`config.mk`:
```
export PLATFORM = sky130hd
export DESIGN_NAME = cnt_gen
export DESIGN_NICKNAME = d
export VERILOG_FILES = /design/src/rtl/cnt_gen.sv
export SDC_FILE = /design/constraint.sdc
export NUM_CORES = 1
export LEC_CHECK = 0
export CAP_MARGIN = 20
export CELL_PAD_IN_SITES_DETAIL_PLACEMENT = 0
export CELL_PAD_IN_SITES_GLOBAL_PLACEMENT = 2
export CORE_MARGIN = 3
export CORE_UTILIZATION = 30
export CTS_BUF_LIST = sky130_fd_sc_hd__clkbuf_16
export DETAILED_ROUTE_END_ITERATION = 8
export DONT_BUFFER_PORTS = 1
export GPL_TIMING_DRIVEN = 0
export HOLD_SLACK_MARGIN = 0.02
export PLACE_DENSITY_LB_ADDON = 0.1
export SLEW_MARGIN = 20
export SYNTH_ARGS = -nofsm -noshare
export SYNTH_HDL_FRONTEND = slang
export SYNTH_SLANG_ARGS = --single-unit
```
`constraint.sdc`:
```
create_clock -name clk -period 3.7 [get_ports clk]
set_clock_uncertainty 0.15 [all_clocks]
set_input_delay 0.37 -clock clk [delete_from_list [all_inputs] [get_ports clk]]
set_output_delay 0.37 -clock clk [all_outputs]
set_load 0.1 [all_outputs]
```
`src/rtl/cnt_gen.sv`:
```
// Prescaled counter / divider with WRAP, UPDOWN and ONESHOT modes.
// Optional PWM compare output when CNT_GEN_PWM_EN is defined.
module cnt_gen #(
  parameter int WIDTH      = 32,
  parameter int PRESCALE_W = 8
) (
  input  logic                  clk,
  input  logic                  reset,
  input  logic                  en,
  input  logic [2:0]            mode,
  input  logic [WIDTH-1:0]      div,
  input  logic                  div_load,
  input  logic [PRESCALE_W-1:0] prescale,
`ifdef CNT_GEN_PWM_EN
  input  logic [WIDTH-1:0]      cmp,
  output logic                  pwm,
`endif
  output logic                  q,
  output logic                  tc,
  output logic [WIDTH-1:0]      dout
);

  localparam logic [1:0] M_OFF  = 2'd0;
  localparam logic [1:0] M_WRAP = 2'd1;
  localparam logic [1:0] M_UPDN = 2'd2;
  localparam logic [1:0] M_ONE  = 2'd3;

  localparam logic [WIDTH-1:0]      D_ONE = WIDTH'(1);
  localparam logic [PRESCALE_W-1:0] P_ONE = PRESCALE_W'(1);

  logic [WIDTH-1:0]      data, data_n, divider;
  logic [PRESCALE_W-1:0] psc, psc_n;
  logic                  phase_dn, phase_n, done, done_n, q_n, tc_n, tick;
  logic [1:0]            mode_r, mode_eff;

  // 1xx folds onto OFF so it never looks like a mode change against OFF
  assign mode_eff = mode[2] ? M_OFF : mode[1:0];
  assign tick     = (psc == prescale);

  always_comb begin
    data_n  = data;
    psc_n   = psc;
    phase_n = phase_dn;
    done_n  = done;
    q_n     = q;
    tc_n    = 1'b0;
    if (mode_eff != mode_r) begin
      data_n  = '0;
      psc_n   = '0;
      phase_n = 1'b0;
      done_n  = 1'b0;
    end else if (div_load && mode_eff == M_ONE) begin
      // re-arm the one-shot
      data_n = '0;
      done_n = 1'b0;
      q_n    = 1'b0;
    end else if (en) begin
      if (mode_eff == M_OFF) begin
        data_n  = '0;
        psc_n   = '0;
        phase_n = 1'b0;
      end else begin
        psc_n = tick ? '0 : psc + P_ONE;
        if (tick) begin
          case (mode_eff)
            M_WRAP: begin
              if (data >= divider) begin
                data_n = '0;
                q_n    = ~q;
                tc_n   = 1'b1;
              end else begin
                data_n = data + D_ONE;
              end
            end
            M_UPDN: begin
              if (!phase_dn) begin
                if (data >= divider) begin
                  phase_n = 1'b1;
                  q_n     = ~q;
                  tc_n    = 1'b1;
                  data_n  = (divider == '0) ? '0 : divider - D_ONE;
                end else begin
                  data_n = data + D_ONE;
                end
              end else begin
                if (data == '0) begin
                  phase_n = 1'b0;
                  q_n     = ~q;
                  tc_n    = 1'b1;
                  data_n  = (divider == '0) ? '0 : D_ONE;
                end else begin
                  data_n = data - D_ONE;
                end
              end
            end
            M_ONE: begin
              if (!done) begin
                if (data >= divider) begin
                  data_n = divider;
                  q_n    = 1'b1;
                  tc_n   = 1'b1;
                  done_n = 1'b1;
                end else begin
                  data_n = data + D_ONE;
                end
              end
            end
            default: ;
          endcase
        end
      end
    end
  end

  always_ff @(posedge clk) begin
    if (reset) begin
      data     <= '0;
      divider  <= '0;
      psc      <= '0;
      phase_dn <= 1'b0;
      done     <= 1'b0;
      mode_r   <= M_OFF;
      q        <= 1'b0;
      tc       <= 1'b0;
`ifdef CNT_GEN_PWM_EN
      pwm      <= 1'b0;
`endif
    end else begin
      data     <= data_n;
      psc      <= psc_n;
      phase_dn <= phase_n;
      done     <= done_n;
      mode_r   <= mode_eff;
      q        <= q_n;
      tc       <= tc_n;
      if (div_load) divider <= div;
`ifdef CNT_GEN_PWM_EN
      pwm      <= (mode_eff != M_OFF) && (data_n < cmp);
`endif
    end
  end

  assign dout = data;

endmodule

```
==> summary.txt, run 1 <==
Outcome
  • Result of the run: finished, final reports clean

Final layout
  • Number of diodes added for antenna fixing: 0
  • Filler instances: about 2600
  • Final core utilization: a little under two fifths
  • Most common library cell in the layout ignoring fill and taps: nor2_1
  • Fraction of layout instances using a drive strength above 1: 14.9%
  • Most frequent cells in the layout: 100 x nor2_1, 87 x nand2_1, 61 x a21oi_1
  • Area growth from synthesis to layout: 21.7%
  • Final layout net count: 1145

Drt
  • Number of nets still failing antenna checks after routing: 0
  • Violation count after the first detailed-route iteration: 961
  • Total vias in the final route: 8305
  • Average via count per standard cell: 6.02
  • Wirelength per Cell: between 20 and 30 µm
  • Drt first pass iters: 5
  • Wirelength, routed: between 30 and 40 mm
  • Residual DRC: 0

Die
  • Core Region: 0.0238 mm²
  • Initial core utilization: 30.9%
  • Total number of placement rows: 56
  • Die Footprint: between 0.02 and 0.03 mm²
  • Die extent in y: 163 µm
  • Number of I/O pins: 81
  • Die outline width: 163 µm

Worst setup path
  • Kind of cell with the highest combined delay on the critical path: compound AO/OA/AOI/OAI gates
  • Critical Path AT: 3700 ps
  • Slowest cell on the critical path: dfxtp_4
  • CP Max Fanout: 10
  • Largest stage delay on the critical path: between 500 and 600 ps
  • Req. time, crit path: 3790 ps
  • Worst Setup End Kind: flip-flop
  • Cell breakdown of the critical path: buf_8 > clkinvlp_4 > ha_1 > nand2b_4 > a2111oi_4 > o32ai_4 > o211a_1 > buf_8 > nor2_4 > buf_6 > buf_12 > a2bb2oi_1 > nor4_1 > or3_1
  • Cell repeated most along the worst path: buf_8
  • Setup crit start kind: flip-flop
  • Category of the most critical setup path: reg -> reg
  • Count of buffer and inverter cells on the critical path: 5

Global routing
  • Vias in the first global route: around 8000
  • Pin count of the biggest net entering global routing: 14
  • Leftover overflow at the end of global routing: 0
  • Number of antenna violations at the first check in global routing: 0
  • Wire length of the first global-routing pass: 54.3 mm
  • Total global routing track utilization: 27.8%

Placement
  • Final weighted congestion of routability-driven global placement: 0.906
  • PortBufs: 0
  • Total half-perimeter wirelength after legalization and detailed placement: 27.1 mm

Synth
  • Most instantiated flip-flop cell in the synthesis netlist: dfxtp_1
  • Count of synthesis-stage warnings from yosys: 0
  • Share of the synthesized area in the top cell type: a little over a fifth
  • Cells after Synth: 997
  • Dominant cell type by area after synthesis: dfxtp_1
  • Post-synth net total: about 1100
  • Synth async-reset ratio: 0%
  • Sequential cell area fraction in the yosys report: 21.2%
  • Number of flops mapped to enable cells by yosys: 0
  • Synth Register Bits: 78
  • Mapped cell area: 0.00735 mm²
  • Distinct cell type count of the synthesized netlist: 81
  • Syn Area/Cell: 7.37 µm²
  • Ranking of synthesized cells by area: dfxtp_1 21%, ha_1 7.2%, nor2_1 5.4%

Timing
  • Transition time at the pin with the least slew margin: slightly above 1000 ps
  • Final Hold Violating Endpoints: 0
  • Number of max-slew violations in the final report: 0
  • Final Critical Period: ~3600 ps
  • Normalized max-slew margin: between 30% and 40%
  • Setup violations, final: 0
  • Fmax achieved: 277 MHz
  • Period utilization: 97.5%

Clock tree
  • Number of clock sinks seen by CTS: 78
  • Later-pin clock latency in the skew report: between 300 and 400 ps
  • Clock-pin slew on the worst setup and hold paths: 70 ps
  • Number of buffers on the longest clock path: 2
  • H-tree depth reported by CTS: 3
  • Cell chosen for the clock root: clkbuf_16
  • TritonCTS clock tree: done
  • Number of clock buffers inserted by TritonCTS: 9

Hold path
  • Class of the tightest hold or removal check: in -> reg

Power
  • Power, Total: about 2.4 mW
  • PwrDens: approximately 260 mW/mm²
  • Lkg Pwr: 3.40 nW
  • Peak ir drop on the vdd network: 0.000144 V

Run
  • Max-Cap Viols: 0
layer usage:
metal | routed length (µm) | part of all wire [%] | GRT usage [%] | vias up
met1 | 16300 | 44 | 38.5 | 3991
li1 | - | - | - | 3847
met3 | 3060 | 8.2 | 4.43 | 69
met5 | 0 | 0 | 0 | -
met2 | 16600 | 45 | 43.9 | 398
met4 | 1120 | 3.0 | 9.11 | 0
through the flow:
step	instances	area, µm²	worst slack [ps]	setup TNS, ps	hold WS (ps)
6_report	1380	8940	92.2	0	25.7
5_1_grt	1380	8940	-4.12	-6.53	28.3
4_1_cts	1375	8790	4.74	0	20.8
3_5_place_dp	1320	7830	-1700	-50460	337
3_3_place_gp	1316	7750	-2160	-59650	331
2_1_floorplan	997	7350	5.60	0	296
path summary, 6_finish.rpt:
path              slack (ps)  cells past startpoint  startpoint           to
setup / recovery          90                     14     dout[0]     dout[20]
hold / removal            30                      2     div[21]  divider[21]
setup reg to reg          90                     14     dout[0]     dout[20]
hold reg to reg          350                      2        done         done
cells by family (layout without fill, tap and decap cells):
family / Yosys count / after routing / synth area share, %
AND/OR/NAND/NOR: 393 / 394 / 27.3
AO/OA/AOI/OAI: 276 / 276 / 25.9
buffers and inverters: 111 / 174 / 6.20
flip-flops: 78 / 78 / 21.2
XOR/XNOR: 61 / 61 / 7.27
adder cells (fa/ha/maj): 42 / 42 / 7.15
multiplexers: 36 / 36 / 4.94
timing repair:
action                                 CTS  global route
setup endpoints to repair               36            33
hold buffers                            28             0
pin swaps                                6             7
resized for setup                       89            33
setup buffers                           12             5
endpoints found under the hold margin   28             0
cloned                                   1             0
flip-flops by register name (all words and copies together), names as in the netlist:
signal	count
tc	1
mode_r	2
q	1
dout	32
divider	32
psc	8
phase_dn	1
done	1
cell type report:
class | count | area, µm² | share of cell area (%)
Timing Repair Buffer | 49 | 470 | 5.26
Inverter | 46 | 178 | 1.99
Sequential cell | 78 | 1630 | 18.3
Clock buffer | 9 | 225 | 2.52
Tap cell | 319 | 399 | 4.46
Clock inverter | 7 | 90.1 | 1.01
Multi-Input combinational cell | 809 | 5600 | 62.6
Buffer | 63 | 349 | 3.90
Yosys cell counts (11+ instances only):
cell type	instances
nor4_1	18
nand4_1	28
o31ai_1	11
a31oi_1	19
xnor2_1	40
mux2i_1	34
a211oi_1	23
a21oi_1	63
nor2_1	105
nor3_1	40
buf_2	19
clkbuf_1	40
inv_1	45
ha_1	42
xor2_1	21
nand2_1	90
o211ai_1	16
and3_1	13
o21ai_0	46
dfxtp_1	78
nand3_1	35
report_power, final:
part           leakage (nW)  switching (mW)  total, mW  internal [mW]
Sequential            0.655          0.0342      0.886          0.851
Combinational          2.59           0.294      0.446          0.151
Clock                 0.157           0.434       1.02          0.589
Total                  3.40           0.762       2.35           1.59
(Power assumes the default switching activity.)
==> run 2: changes to the inputs <==
--- a/config.mk
+++ b/config.mk
@@ -14,7 +14,7 @@
 export DETAILED_ROUTE_END_ITERATION = 8
 export DONT_BUFFER_PORTS = 1
 export GPL_TIMING_DRIVEN = 0
-export HOLD_SLACK_MARGIN = 0.02
+export HOLD_SLACK_MARGIN = 0.05
 export PLACE_DENSITY_LB_ADDON = 0.1
 export SLEW_MARGIN = 20
 export SYNTH_ARGS = -nofsm -noshare
==> run 2 against run 1 <==
Compared with the run above:
- worst setup slack lost 12 ps
- non-clock buffer count grew 4
- routed wire length about the same
==> summary.txt, run 2 (same netlist as run 1, synthesis figures left out) <==
Drt
  • Number of nets still failing antenna checks after routing: 0
  • Residual DRC: 0
  • Wirelength per Cell: roughly 27 µm
  • Wirelength, routed: 37.1 mm
  • Violation count after the first detailed-route iteration: around 920
  • Average via count per standard cell: 5.99
  • Drt first pass iters: 6
  • Total vias in the final route: 8286

Final layout
  • Filler instances: 2553
  • Most common library cell in the layout ignoring fill and taps: nor2_1
  • Number of diodes added for antenna fixing: 0
  • Final core utilization: 37.8%
  • Final layout net count: between 1000 and 1500
  • Area growth from synthesis to layout: 22.2%
  • Fraction of layout instances using a drive strength above 1: around 15%
  • Most frequent cells in the layout: 100 x nor2_1, 87 x nand2_1, 61 x a21oi_1
  • Cell area after layout: 0.00898 mm²

Worst setup path
  • Largest stage delay on the critical path: 560 ps
  • Kind of cell with the highest combined delay on the critical path: compound AO/OA/AOI/OAI gates
  • Cell repeated most along the worst path: buf_8
  • Critical Path AT: between 3000 and 4000 ps
  • CP Max Fanout: 10
  • Setup crit start kind: flip-flop
  • Cell breakdown of the critical path: buf_8 > clkinvlp_4 > ha_1 > nand2b_4 > a2111oi_4 > o32ai_4 > o211a_1 > buf_8 > nor2_4 > buf_6 > buf_12 > a2bb2oi_1 > nor4_1 > or3_1
  • Count of buffer and inverter cells on the critical path: 5
  • Slowest cell on the critical path: dfxtp_4
  • Worst Setup End Kind: flip-flop
  • Category of the most critical setup path: reg -> reg
  • Req. time, crit path: roughly 3800 ps

Timing
  • Period utilization: a little over nine tenths
  • Number of max-slew violations in the final report: 0
  • Normalized max-slew margin: 31.5%
  • Final Critical Period: between 3000 and 4000 ps
  • Final Hold Violating Endpoints: 0
  • Transition time at the pin with the least slew margin: between 1000 and 1500 ps
  • Final setup margin: around 80 ps
  • Setup violations, final: 0
  • Final worst hold slack: a little over 100 ps
  • Fmax achieved: 276 MHz

Die
  • Die outline width: 163 µm
  • Initial core utilization: 30.9%
  • Die extent in y: 163 µm
  • Core Region: 0.0238 mm²
  • Number of I/O pins: 81
  • Total number of placement rows: 56
  • Die Footprint: 0.0264 mm²

Placement
  • PortBufs: 0
  • Final weighted congestion of routability-driven global placement: 0.906
  • Placement-stage cell area: 0.00783 mm²
  • Total half-perimeter wirelength after legalization and detailed placement: ~27 mm
  • Post-Place Worst Slack: -1700 ps

Power
  • PwrDens: 263 mW/mm²
  • Lkg Pwr: 3.42 nW
  • Peak ir drop on the vdd network: about 0.00014 V

Clock tree
  • Number of buffers on the longest clock path: 2
  • Clock-pin slew on the worst setup and hold paths: around 70 ps
  • Number of clock buffers inserted by TritonCTS: 9
  • H-tree depth reported by CTS: 3
  • Later-pin clock latency in the skew report: 370 ps
  • TritonCTS clock tree: done
  • Cell chosen for the clock root: clkbuf_16
  • Number of clock sinks seen by CTS: 78

Run
  • Max-Cap Viols: 0

Hold path
  • Class of the tightest hold or removal check: in -> reg

Global routing
  • Wire length of the first global-routing pass: 54.3 mm
  • Pin count of the biggest net entering global routing: 14
  • Number of antenna violations at the first check in global routing: 0
  • Leftover overflow at the end of global routing: 0
  • Total global routing track utilization: 27.8%
  • Vias in the first global route: 7996

Outcome
  • Result of the run: finished, final reports clean
[run 2: area by class of cell]
cell class	instances	area, µm²	area share [%]
Inverter	46	178	1.98
Clock inverter	7	90.1	1.00
Buffer	63	349	3.89
Multi-Input combinational cell	809	5600	62.3
Tap cell	319	399	4.44
Timing Repair Buffer	53	510	5.68
Clock buffer	9	225	2.51
Sequential cell	78	1630	18.2
[run 2: tightest hold or removal path: cells and delay by family]
| kind | cells | cell delay [ps] |
|---|---|---|
| compound gates | 1 | 60 |
| simple gates | 2 | 150 |
[run 2: final timing paths]
check             end  startpoint  depth (start not counted)  slack [ps]
max          dout[20]     dout[0]                         14          80
min          phase_dn          en                          3         100
max reg2reg  dout[20]     dout[0]                         14          80
min reg2reg      done        done                          2         350
[run 2: metal layers]
layer  part of all wire (%)  global-route usage, %
met2                     45                   43.9
met4                    3.2                   9.11
met1                     44                   38.6
met3                    8.1                   4.40
met5                      0                      0
[run 2: stage by stage]
step,TNS (ps),power (mW),instances
2_1_floorplan,0,1.14,997
3_3_place_gp,-59650,1.29,1316
3_5_place_dp,-50460,1.29,1320
4_1_cts,0,2.36,1379
5_1_grt,-6.53,2.43,1384
6_report,0,2.36,1384
[run 2: power breakdown]
| group | internal [mW] | switching (mW) |
|---|---|---|
| registers | 0.852 | 0.0341 |
| logic | 0.154 | 0.296 |
| clock network | 0.589 | 0.436 |
| total | 1.59 | 0.767 |
[run 2: what timing repair did]
item | 4_1_cts | 5_1_grt
endpoints found under the setup margin | 36 | 33
pin swaps | 6 | 7
endpoints found under the hold margin | 32 | 0
resized for setup | 89 | 33
setup buffers | 12 | 5
gates cloned | 1 | 0
hold buffers | 32 | 0
